File: src/rtl/cf_access_sequencer.sv
// Sequences 8-bit CompactFlash memory/attribute accesses with setup/strobe/hold timing,
// wait-line timeout and debounced card detect behind a req/done handshake.
module cf_access_sequencer #(
    parameter int T_SETUP   = 2,
    parameter int T_STROBE  = 4,
    parameter int T_HOLD    = 1,
    parameter int WAIT_MAX  = 255,
    parameter int DB_CYCLES = 16,
    parameter int CNT_W     = 8
) (
    input  logic        clk,
    input  logic        reset,
    input  logic        req,
    input  logic        rw_b,
    input  logic        reg_sel,
    input  logic [10:0] addr,
    input  logic [7:0]  wdata,
    output logic        busy,
    output logic        done,
    output logic        err,
    output logic [7:0]  rdata,
    output logic        card_present,
    output logic        cf_ce,
    output logic        cf_oe,
    output logic        cf_we,
    output logic        cf_reg,
    output logic [10:0] cf_address,
    output logic [7:0]  cf_dout,
    output logic        cf_dout_en,
    input  logic [7:0]  cf_din,
    input  logic        cf_wait_b,
    input  logic [1:0]  cf_cd
);

    localparam logic [2:0] S_IDLE   = 3'd0;
    localparam logic [2:0] S_SETUP  = 3'd1;
    localparam logic [2:0] S_STROBE = 3'd2;
    localparam logic [2:0] S_WAIT   = 3'd3;
    localparam logic [2:0] S_HOLD   = 3'd4;

    localparam logic [CNT_W-1:0] SETUP_LAST  = CNT_W'(T_SETUP - 1);
    localparam logic [CNT_W-1:0] STROBE_LAST = CNT_W'(T_STROBE - 1);
    localparam logic [CNT_W-1:0] HOLD_LAST   = CNT_W'(T_HOLD - 1);
    localparam logic [CNT_W-1:0] WAIT_LAST   = CNT_W'(WAIT_MAX - 1);
    localparam logic [CNT_W-1:0] DB_LAST     = CNT_W'(DB_CYCLES - 1);
    localparam logic [CNT_W-1:0] CNT_ONE     = CNT_W'(1);

    logic [2:0]       state_q, state_d;
    logic [CNT_W-1:0] cnt_q, cnt_d;
    logic [CNT_W-1:0] db_cnt_q, db_cnt_d;
    logic [1:0]       wait_sync_q, wait_sync_d;
    logic [3:0]       cd_sync_q, cd_sync_d;
    logic             rw_q, rw_d;
    logic             timeout_q, timeout_d;
    logic             busy_q, busy_d;
    logic             done_q, done_d;
    logic             err_q, err_d;
    logic [7:0]       rdata_q, rdata_d;
    logic             card_present_q, card_present_d;
    logic             cf_ce_q, cf_ce_d;
    logic             cf_oe_q, cf_oe_d;
    logic             cf_we_q, cf_we_d;
    logic             cf_reg_q, cf_reg_d;
    logic [10:0]      cf_address_q, cf_address_d;
    logic [7:0]       cf_dout_q, cf_dout_d;
    logic             cf_dout_en_q, cf_dout_en_d;

    logic wait_s;
    logic cd_raw;

    assign wait_s = wait_sync_q[1];
    assign cd_raw = ~cd_sync_q[2] & ~cd_sync_q[3];

    always_comb begin
        state_d        = state_q;
        cnt_d          = cnt_q;
        db_cnt_d       = db_cnt_q;
        wait_sync_d    = {wait_sync_q[0], cf_wait_b};
        cd_sync_d      = {cd_sync_q[1:0], cf_cd};
        rw_d           = rw_q;
        timeout_d      = timeout_q;
        busy_d         = busy_q;
        done_d         = 1'b0;
        err_d          = 1'b0;
        rdata_d        = rdata_q;
        card_present_d = card_present_q;
        cf_ce_d        = cf_ce_q;
        cf_oe_d        = cf_oe_q;
        cf_we_d        = cf_we_q;
        cf_reg_d       = cf_reg_q;
        cf_address_d   = cf_address_q;
        cf_dout_d      = cf_dout_q;
        cf_dout_en_d   = cf_dout_en_q;

        if (cd_raw != card_present_q) begin
            if (db_cnt_q == DB_LAST) begin
                card_present_d = cd_raw;
                db_cnt_d       = '0;
            end else begin
                db_cnt_d = db_cnt_q + CNT_ONE;
            end
        end else begin
            db_cnt_d = '0;
        end

        case (state_q)
            S_IDLE: begin
                if (req) begin
                    if (card_present_q) begin
                        rw_d         = rw_b;
                        cf_reg_d     = reg_sel;
                        cf_address_d = addr;
                        cf_dout_d    = wdata;
                        cf_ce_d      = 1'b0;
                        cf_dout_en_d = ~rw_b;
                        busy_d       = 1'b1;
                        timeout_d    = 1'b0;
                        cnt_d        = '0;
                        state_d      = S_SETUP;
                    end else begin
                        done_d = 1'b1;
                        err_d  = 1'b1;
                    end
                end
            end
            S_SETUP: begin
                if (cnt_q == SETUP_LAST) begin
                    cnt_d   = '0;
                    state_d = S_STROBE;
                    cf_oe_d = ~rw_q;
                    cf_we_d = rw_q;
                end else begin
                    cnt_d = cnt_q + CNT_ONE;
                end
            end
            S_STROBE: begin
                if (cnt_q == STROBE_LAST) begin
                    cnt_d = '0;
                    if (!wait_s) begin
                        state_d = S_WAIT;
                    end else begin
                        state_d = S_HOLD;
                        cf_oe_d = 1'b1;
                        cf_we_d = 1'b1;
                        if (rw_q) rdata_d = cf_din;
                    end
                end else begin
                    cnt_d = cnt_q + CNT_ONE;
                end
            end
            S_WAIT: begin
                // A wait release on the final allowed cycle still counts as success.
                if (wait_s || cnt_q == WAIT_LAST) begin
                    timeout_d = ~wait_s;
                    cnt_d     = '0;
                    state_d   = S_HOLD;
                    cf_oe_d   = 1'b1;
                    cf_we_d   = 1'b1;
                    if (rw_q) rdata_d = cf_din;
                end else begin
                    cnt_d = cnt_q + CNT_ONE;
                end
            end
            S_HOLD: begin
                if (cnt_q == HOLD_LAST) begin
                    cnt_d        = '0;
                    state_d      = S_IDLE;
                    cf_ce_d      = 1'b1;
                    cf_dout_en_d = 1'b0;
                    busy_d       = 1'b0;
                    done_d       = 1'b1;
                    err_d        = timeout_q;
                end else begin
                    cnt_d = cnt_q + CNT_ONE;
                end
            end
            default: begin
                state_d = S_IDLE;
                cnt_d   = '0;
            end
        endcase

        // Losing the card mid-access overrides everything and leaves rdata untouched.
        if (state_q != S_IDLE && !card_present_q) begin
            state_d      = S_IDLE;
            cnt_d        = '0;
            cf_ce_d      = 1'b1;
            cf_oe_d      = 1'b1;
            cf_we_d      = 1'b1;
            cf_dout_en_d = 1'b0;
            busy_d       = 1'b0;
            done_d       = 1'b1;
            err_d        = 1'b1;
            rdata_d      = rdata_q;
        end
    end

    always_ff @(posedge clk or negedge reset) begin
        if (!reset) begin
            state_q        <= S_IDLE;
            cnt_q          <= '0;
            db_cnt_q       <= '0;
            wait_sync_q    <= 2'b11;
            cd_sync_q      <= 4'b1111;
            rw_q           <= 1'b1;
            timeout_q      <= 1'b0;
            busy_q         <= 1'b0;
            done_q         <= 1'b0;
            err_q          <= 1'b0;
            rdata_q        <= 8'h00;
            card_present_q <= 1'b0;
            cf_ce_q        <= 1'b1;
            cf_oe_q        <= 1'b1;
            cf_we_q        <= 1'b1;
            cf_reg_q       <= 1'b1;
            cf_address_q   <= 11'h000;
            cf_dout_q      <= 8'h00;
            cf_dout_en_q   <= 1'b0;
        end else begin
            state_q        <= state_d;
            cnt_q          <= cnt_d;
            db_cnt_q       <= db_cnt_d;
            wait_sync_q    <= wait_sync_d;
            cd_sync_q      <= cd_sync_d;
            rw_q           <= rw_d;
            timeout_q      <= timeout_d;
            busy_q         <= busy_d;
            done_q         <= done_d;
            err_q          <= err_d;
            rdata_q        <= rdata_d;
            card_present_q <= card_present_d;
            cf_ce_q        <= cf_ce_d;
            cf_oe_q        <= cf_oe_d;
            cf_we_q        <= cf_we_d;
            cf_reg_q       <= cf_reg_d;
            cf_address_q   <= cf_address_d;
            cf_dout_q      <= cf_dout_d;
            cf_dout_en_q   <= cf_dout_en_d;
        end
    end

    assign busy         = busy_q;
    assign done         = done_q;
    assign err          = err_q;
    assign rdata        = rdata_q;
    assign card_present = card_present_q;
    assign cf_ce        = cf_ce_q;
    assign cf_oe        = cf_oe_q;
    assign cf_we        = cf_we_q;
    assign cf_reg       = cf_reg_q;
    assign cf_address   = cf_address_q;
    assign cf_dout      = cf_dout_q;
    assign cf_dout_en   = cf_dout_en_q;

endmodule

File: config.mk
export PLATFORM = sky130hd
export DESIGN_NAME = cf_access_sequencer
export DESIGN_NICKNAME = d
export VERILOG_FILES = /design/src/rtl/cf_access_sequencer.sv
export SDC_FILE = /design/constraint.sdc
export NUM_CORES = 1
export LEC_CHECK = 0
export CORE_ASPECT_RATIO = 1.25
export CORE_MARGIN = 2
export CORE_UTILIZATION = 44
export CTS_CLUSTER_SIZE = 20
export DETAILED_ROUTE_END_ITERATION = 10
export PLACE_DENSITY = 0.86
export SKIP_CTS_REPAIR_TIMING = 1
export SYNTH_ARGS = -nofsm -noshare
export SYNTH_HDL_FRONTEND = slang
export SYNTH_SLANG_ARGS = --single-unit
File: constraint.sdc
create_clock -name clk -period 1.8 [get_ports clk]
set_clock_uncertainty 0.1 [all_clocks]
set_input_delay 0.27 -clock clk [delete_from_list [all_inputs] [get_ports clk]]
set_output_delay 0.27 -clock clk [all_outputs]
set_load 0.01 [all_outputs]
# After elaboration in Yosys (flattened, before gate mapping)
# Cells that the tools add are included.
[totals] word_cells=124 regBits=63 inputBits=35 output_inout_bits=36
[op_classes] add_sub_neg=2 bitwise_logic=7 muxes=57 n_reduce_logical=18 n_eq_ne=21
[ops] op="$mux W8" count=13
[ops] op="$pmux W8 S5" count=1
[ops] op="$mux W1" count=25
[ops] op="$mux W3" count=8
[ops] op="$ne A3 B3 Y1 const B" count=7
[ops] op="$add A8 B1 Y8 const B" count=2
[ops] op="$pmux W8 S2" count=1
[ops] op="$pmux W3 S5" count=1
[ops] op="$pmux W1 S2" count=6
[ops] op="$ne A2 B2 Y1 const B" count=5
[ops] op="$reduce_and A5 Y1" count=2
[ops] op="$eq A8 B1 Y1 const B" count=1
[ops] op="$eq A8 B2 Y1 const B" count=1
[ops] op="$eq A8 B4 Y1 const B" count=1
[ops] op="$eq A8 B8 Y1 const B" count=1
[ops] op="$logic_not A8 Y1" count=1
[ops] op="$reduce_and A4 Y1" count=2
[ops] op="$eq A3 B2 Y1 const B" count=2
[ops] op="$not A1 Y1" count=6
[ops] op="$pmux W1 S3" count=2
[ops] op="$reduce_and A6 Y1" count=1
[ops] op="$reduce_bool A3 Y1" count=2
[ops] op="$reduce_and A2 Y1" count=2
[ops] op="$reduce_bool A2 Y1" count=2
[ops] op="other kinds (10)" count=10

# Depth between registers and ports, before layout
[logic_depth] depth_word=5 depth_mapped=8 mapped_depth_nobuf=7

# Worst setup path after synthesis
# OpenSTA, ideal clock, no wires.
[synth_path] kind="register to register" from="register cnt_q[0]" to="register rdata_q[6], in the netlist rdata[6]" synth_period_minus_slack_ns=1.912 t_required_ns=1.575 setup_ns=0.125 slack_ns=-0.112 t_arrival_ns=1.687 n_path_buf=0 path_stages_with_launch=8 cell_sequence="dfrtp_1 inv_1 ha_1 nand3_1 o2111ai_2 and2_4 nand4_4 mux2_4"
[synth_between] elab_chain_len=4 elab_cells_between_ends=6 classes_between="eq/ne (4); reduce/logical (2)"
[synth_lines] item="start, declared" line="49" text="logic [CNT_W-1:0] cnt_q, cnt_d;"
[synth_lines] item="start signal, assigned" line="221" text="cnt_q <= cnt_d;"
[synth_lines] item="$eq A8 B8 Y1" line="153" text="if (wait_s || cnt_q == WAIT_LAST) begin"
[synth_lines] item="$logic_or A1 B1 Y1" line="153"
[synth_lines] item="$ne A2 B2 Y1 (no line)"
[synth_lines] item="$reduce_and A5 Y1 (no line) (*)"
[synth_lines] item="end signal, assigned" line="230" text="rdata_q <= rdata_d;"
[synth_lines] item="end, declared" line="58" text="logic [7:0] rdata_q, rdata_d;"
# Mark *: on every way between the ends. The rest lies on a longest branch, timed or not.
# A chain may end at the register's enable or synchronous reset.

# Worst setup path after layout
[layout_path] from="register cnt_q[4]" to="register cnt_q[4]"
[layout_between] elab_chain_len=5 elab_cells_between_ends=12 classes_between="add/sub (1); eq/ne (3); mux (6); reduce/logical (2)"
[layout_lines] item="parallel branches: the longest is 3 deep, another holds $add A8 B1 Y8"
[layout_lines] item="$pmux W8 S5 (*)" line="106" text="case (state_q)"
[layout_lines] item="$mux W8 (*)" line="184" text="if (state_q != S_IDLE && !card_present_q) begin"
# Every way passes the cells marked *.

==> results.toml <==
[sta]
max_slew_margin = 0.785
fin_crit_ps = 2030
fin_ws_ps = -233
setup_viol_count_final = 22
period_share = 1.13
max_freq_mhz = 492
drv_slew = 0
worst_pin_slew_ps = 320
finalHoldViolations = 0
rsz0062_at_grt = "yes"

[detailed_routing]
first_pass_iters = 4
drt_iter0_markers = 173
num_vias = 2405
drc = 0
wl_per_cell_um = 15.0
drt-total-wl_mm = 7.01
ant_nets = 0
via_per_inst = 5.14

[place]
gp_congestion = 0.871
hpwl_mm = 4.82
pre_cts_slack_ps = -287
port_buffers = 70

[synthesis]
yosysMostFrequentCell = "nand2_1"
synth_top_cells_by_count = "nand2_1, dfrtp_1, nor2_1, dfstp_2, nand3_1"
ys.flop_type = "dfrtp_1"
syn_inst = 271
ys_types = 44
synth_edf_count = 0
ys_seq_elements = 63
yosysTopAreaCell = "dfrtp_1"
synth_fp_nets = 312
async_reset_ff_frac = 1.00
ys_warn_count = 0
yosysSeqAreaShare = 0.564
postSynthAreaPerCell_um2 = 10.4
synth_top_area_share = 0.461
synth_area_um2 = 2820
synthTopCellsByArea = "dfrtp_1, nand2_1, dfstp_2, mux2_2, nor2_1"

[floorplan]
die_y_um = 93.5
num_rows = 32
dieWidth_um = 75.6
die_area_um2 = 7070
ioPinCount = 71
core_area_um2 = 6210
start_util = 0.455

[worst_setup_path]
worstPathRequired_ps = 1930
critPathArrivalTime_ps = 2160
reg2reg_slack_ps = -230
reg2reg_depth = 6
crit_fanout = 10
crit_path_max_incr_delay_ps = 430
worst_path_max_delay_cell = "dfrtp_1"
rr_endpoint = "cnt_q[4]"
start_kind = "flop"
r2r_start = "cnt_q[4]"
path_class = "reg -> reg"
path_cells = "nor4_4 > a311o_2 > a41oi_4 > buf_12 > a21o_1 > a22o_1"
end_kind = "flop"

[finish]
nets = 419
final_util = 0.677
drive_above_1_share = 0.245
fillCellCount = 437
multi_input_area_um2 = 1220
area_growth_syn_to_layout_pct = 48.9
n_antenna_cell = 0
register_area_um2 = 1590
largest_register_ffs = 11

[grt]
grt_overflow = 0
grt_use_met2 = 0.332
grt_util_all_layers = 0.208
grt_max_degree = 64
first_global_vias = 2450
grt_antenna_before_repair = 0
grt_pass1_wl_mm = 11.0
grt_use_met3 = 0.0819
grt_util_met1 = 0.248
busiest_layer = "met2"

[min_path]
hold_depth = 1
holdPathEnd = "cd_sync_q[1]"
hp-start = "cf_cd[1]"
hp-class = "in -> reg"

[power]
power.density_nw_per_um2 = 723
vdd_drop_max_mv = 0.695
p_leak_nw = 1.94
intPower_mw = 2.40
switching_share = 0.211
switchingPower_mw = 0.640
pwr-share-comb = 0.073
pwr-share-clk = 0.446
seqPwrFrac = 0.480

[clock_tree]
cts_root_buf = "clkbuf_8"
cts_tree = "built"
clockBufferDepth = 2
clkTransAtPathRegs_ps = 70
cts_buffers = 9
h-tree-depth = 3
cts.sinks = 63
worstSkewPairLatency_ps = 350

[outcome]
failed_checks = "negative setup slack"
outcome = "finished, violations left"

[job]
drv_cap = 0
## cell families (layout without fill, tap and decap cells)
group	Yosys count	count (layout)	share of synthesized area
AO/OA/AOI/OAI	33	33	0.0967
XOR/XNOR	8	8	0.0248
adder cells (fa/ha/maj)	6	6	0.0266
buffers and inverters	16	128	0.0262
flip-flops	63	63	0.564
multiplexers	12	12	0.0483
AND/OR/NAND/NOR	133	133	0.214
## metal layers
metal  part of all wire  vias up
li1                   -     1127
met1               0.40     1165
met2               0.52       95
met3              0.061       18
met4              0.018        0
met5                  0        -
## through the flow
step | std cells | setup TNS [ps] | total power [mW] | area [um^2] | hold slack (ps)
floorplan | 271 | -718 | 1.54 | 2840 | -126
global placement | 448 | -2140 | 1.70 | 3870 | 205
detailed placement | 448 | -3210 | 1.71 | 3870 | 206
CTS | 464 | -3840 | 3.05 | 4080 | -161
global route | 468 | -4710 | 3.15 | 4200 | 215
finish | 468 | -3230 | 3.04 | 4200 | 231
## worst max-delay path by stage
stage	from	endpoint	slack (ps)	cells after the start
2_1_floorplan	cnt_q[0]	rdata[6]	-90	7
3_3_place_gp	cnt_q[4]	state_q[0]	-210	5
3_5_place_dp	cnt_q[0]	state_q[0]	-290	7
5_1_grt	cnt_q[4]	cnt_q[3]	-290	6
4_1_cts	cnt_q[0]	state_q[0]	-320	7
6_report	cnt_q[4]	cnt_q[4]	-230	6
## power by group through the flow
stage	Sequential [mW]	Clock (mW)	Combinational [mW]
after floorplan	1.49	0	0.0535
after global placement	1.48	0	0.217
after detailed placement	1.49	0	0.221
after CTS	1.46	1.37	0.222
after global routing	1.46	1.44	0.244
final	1.46	1.36	0.223
## cell type report
cell class / instances / share of cell area
clock inverter: 3 / 0.0161
multi-input combinational: 192 / 0.291
inverter: 6 / 0.00536
timing repair buffer: 106 / 0.247
clock buffer: 13 / 0.0354
tap: 85 / 0.0253
sequential: 63 / 0.379
## worst max-delay path: cells and delay by family (launching register included)
| kind | cells | cell delay (ps) |
|---|---|---|
| simple gates | 1 | 380 |
| compound gates | 4 | 820 |
| flops | 1 | 430 |
| buf+inv | 1 | 200 |
## cell usage in the layout (no fill, tap or decap), types with 2 or more instances in the layout
cell type / Yosys / layout
a311o_2: 3 / 3
a21o_1: 3 / 3
mux2i_1: 2 / 2
ha_1: 6 / 4
o21ai_1: 0 / 3
dfrtp_1: 52 / 49
clkbuf_8: 0 / 10
nand4_1: 2 / 2
clkdlybuf4s50_1: 0 / 64
buf_12: 0 / 4
or2_1: 2 / 2
a21oi_1: 7 / 7
buf_6: 1 / 2
nand2_1: 78 / 77
nor2_1: 22 / 21
mux2_2: 9 / 9
and3_1: 3 / 3
dfstp_2: 11 / 11
nand3b_1: 2 / 2
inv_1: 6 / 4
nand3_1: 10 / 9
buf_4: 1 / 29
nand2b_1: 4 / 4
xnor2_1: 5 / 5
dfrtp_2: 0 / 3
inv_2: 0 / 2
bufinv_16: 0 / 2
clkbuf_1: 6 / 3
a22o_1: 4 / 4
nor2b_1: 3 / 3
xor2_1: 3 / 3
dlymetal6s2s_1: 0 / 5
Power figures use the tool's default switching activity.
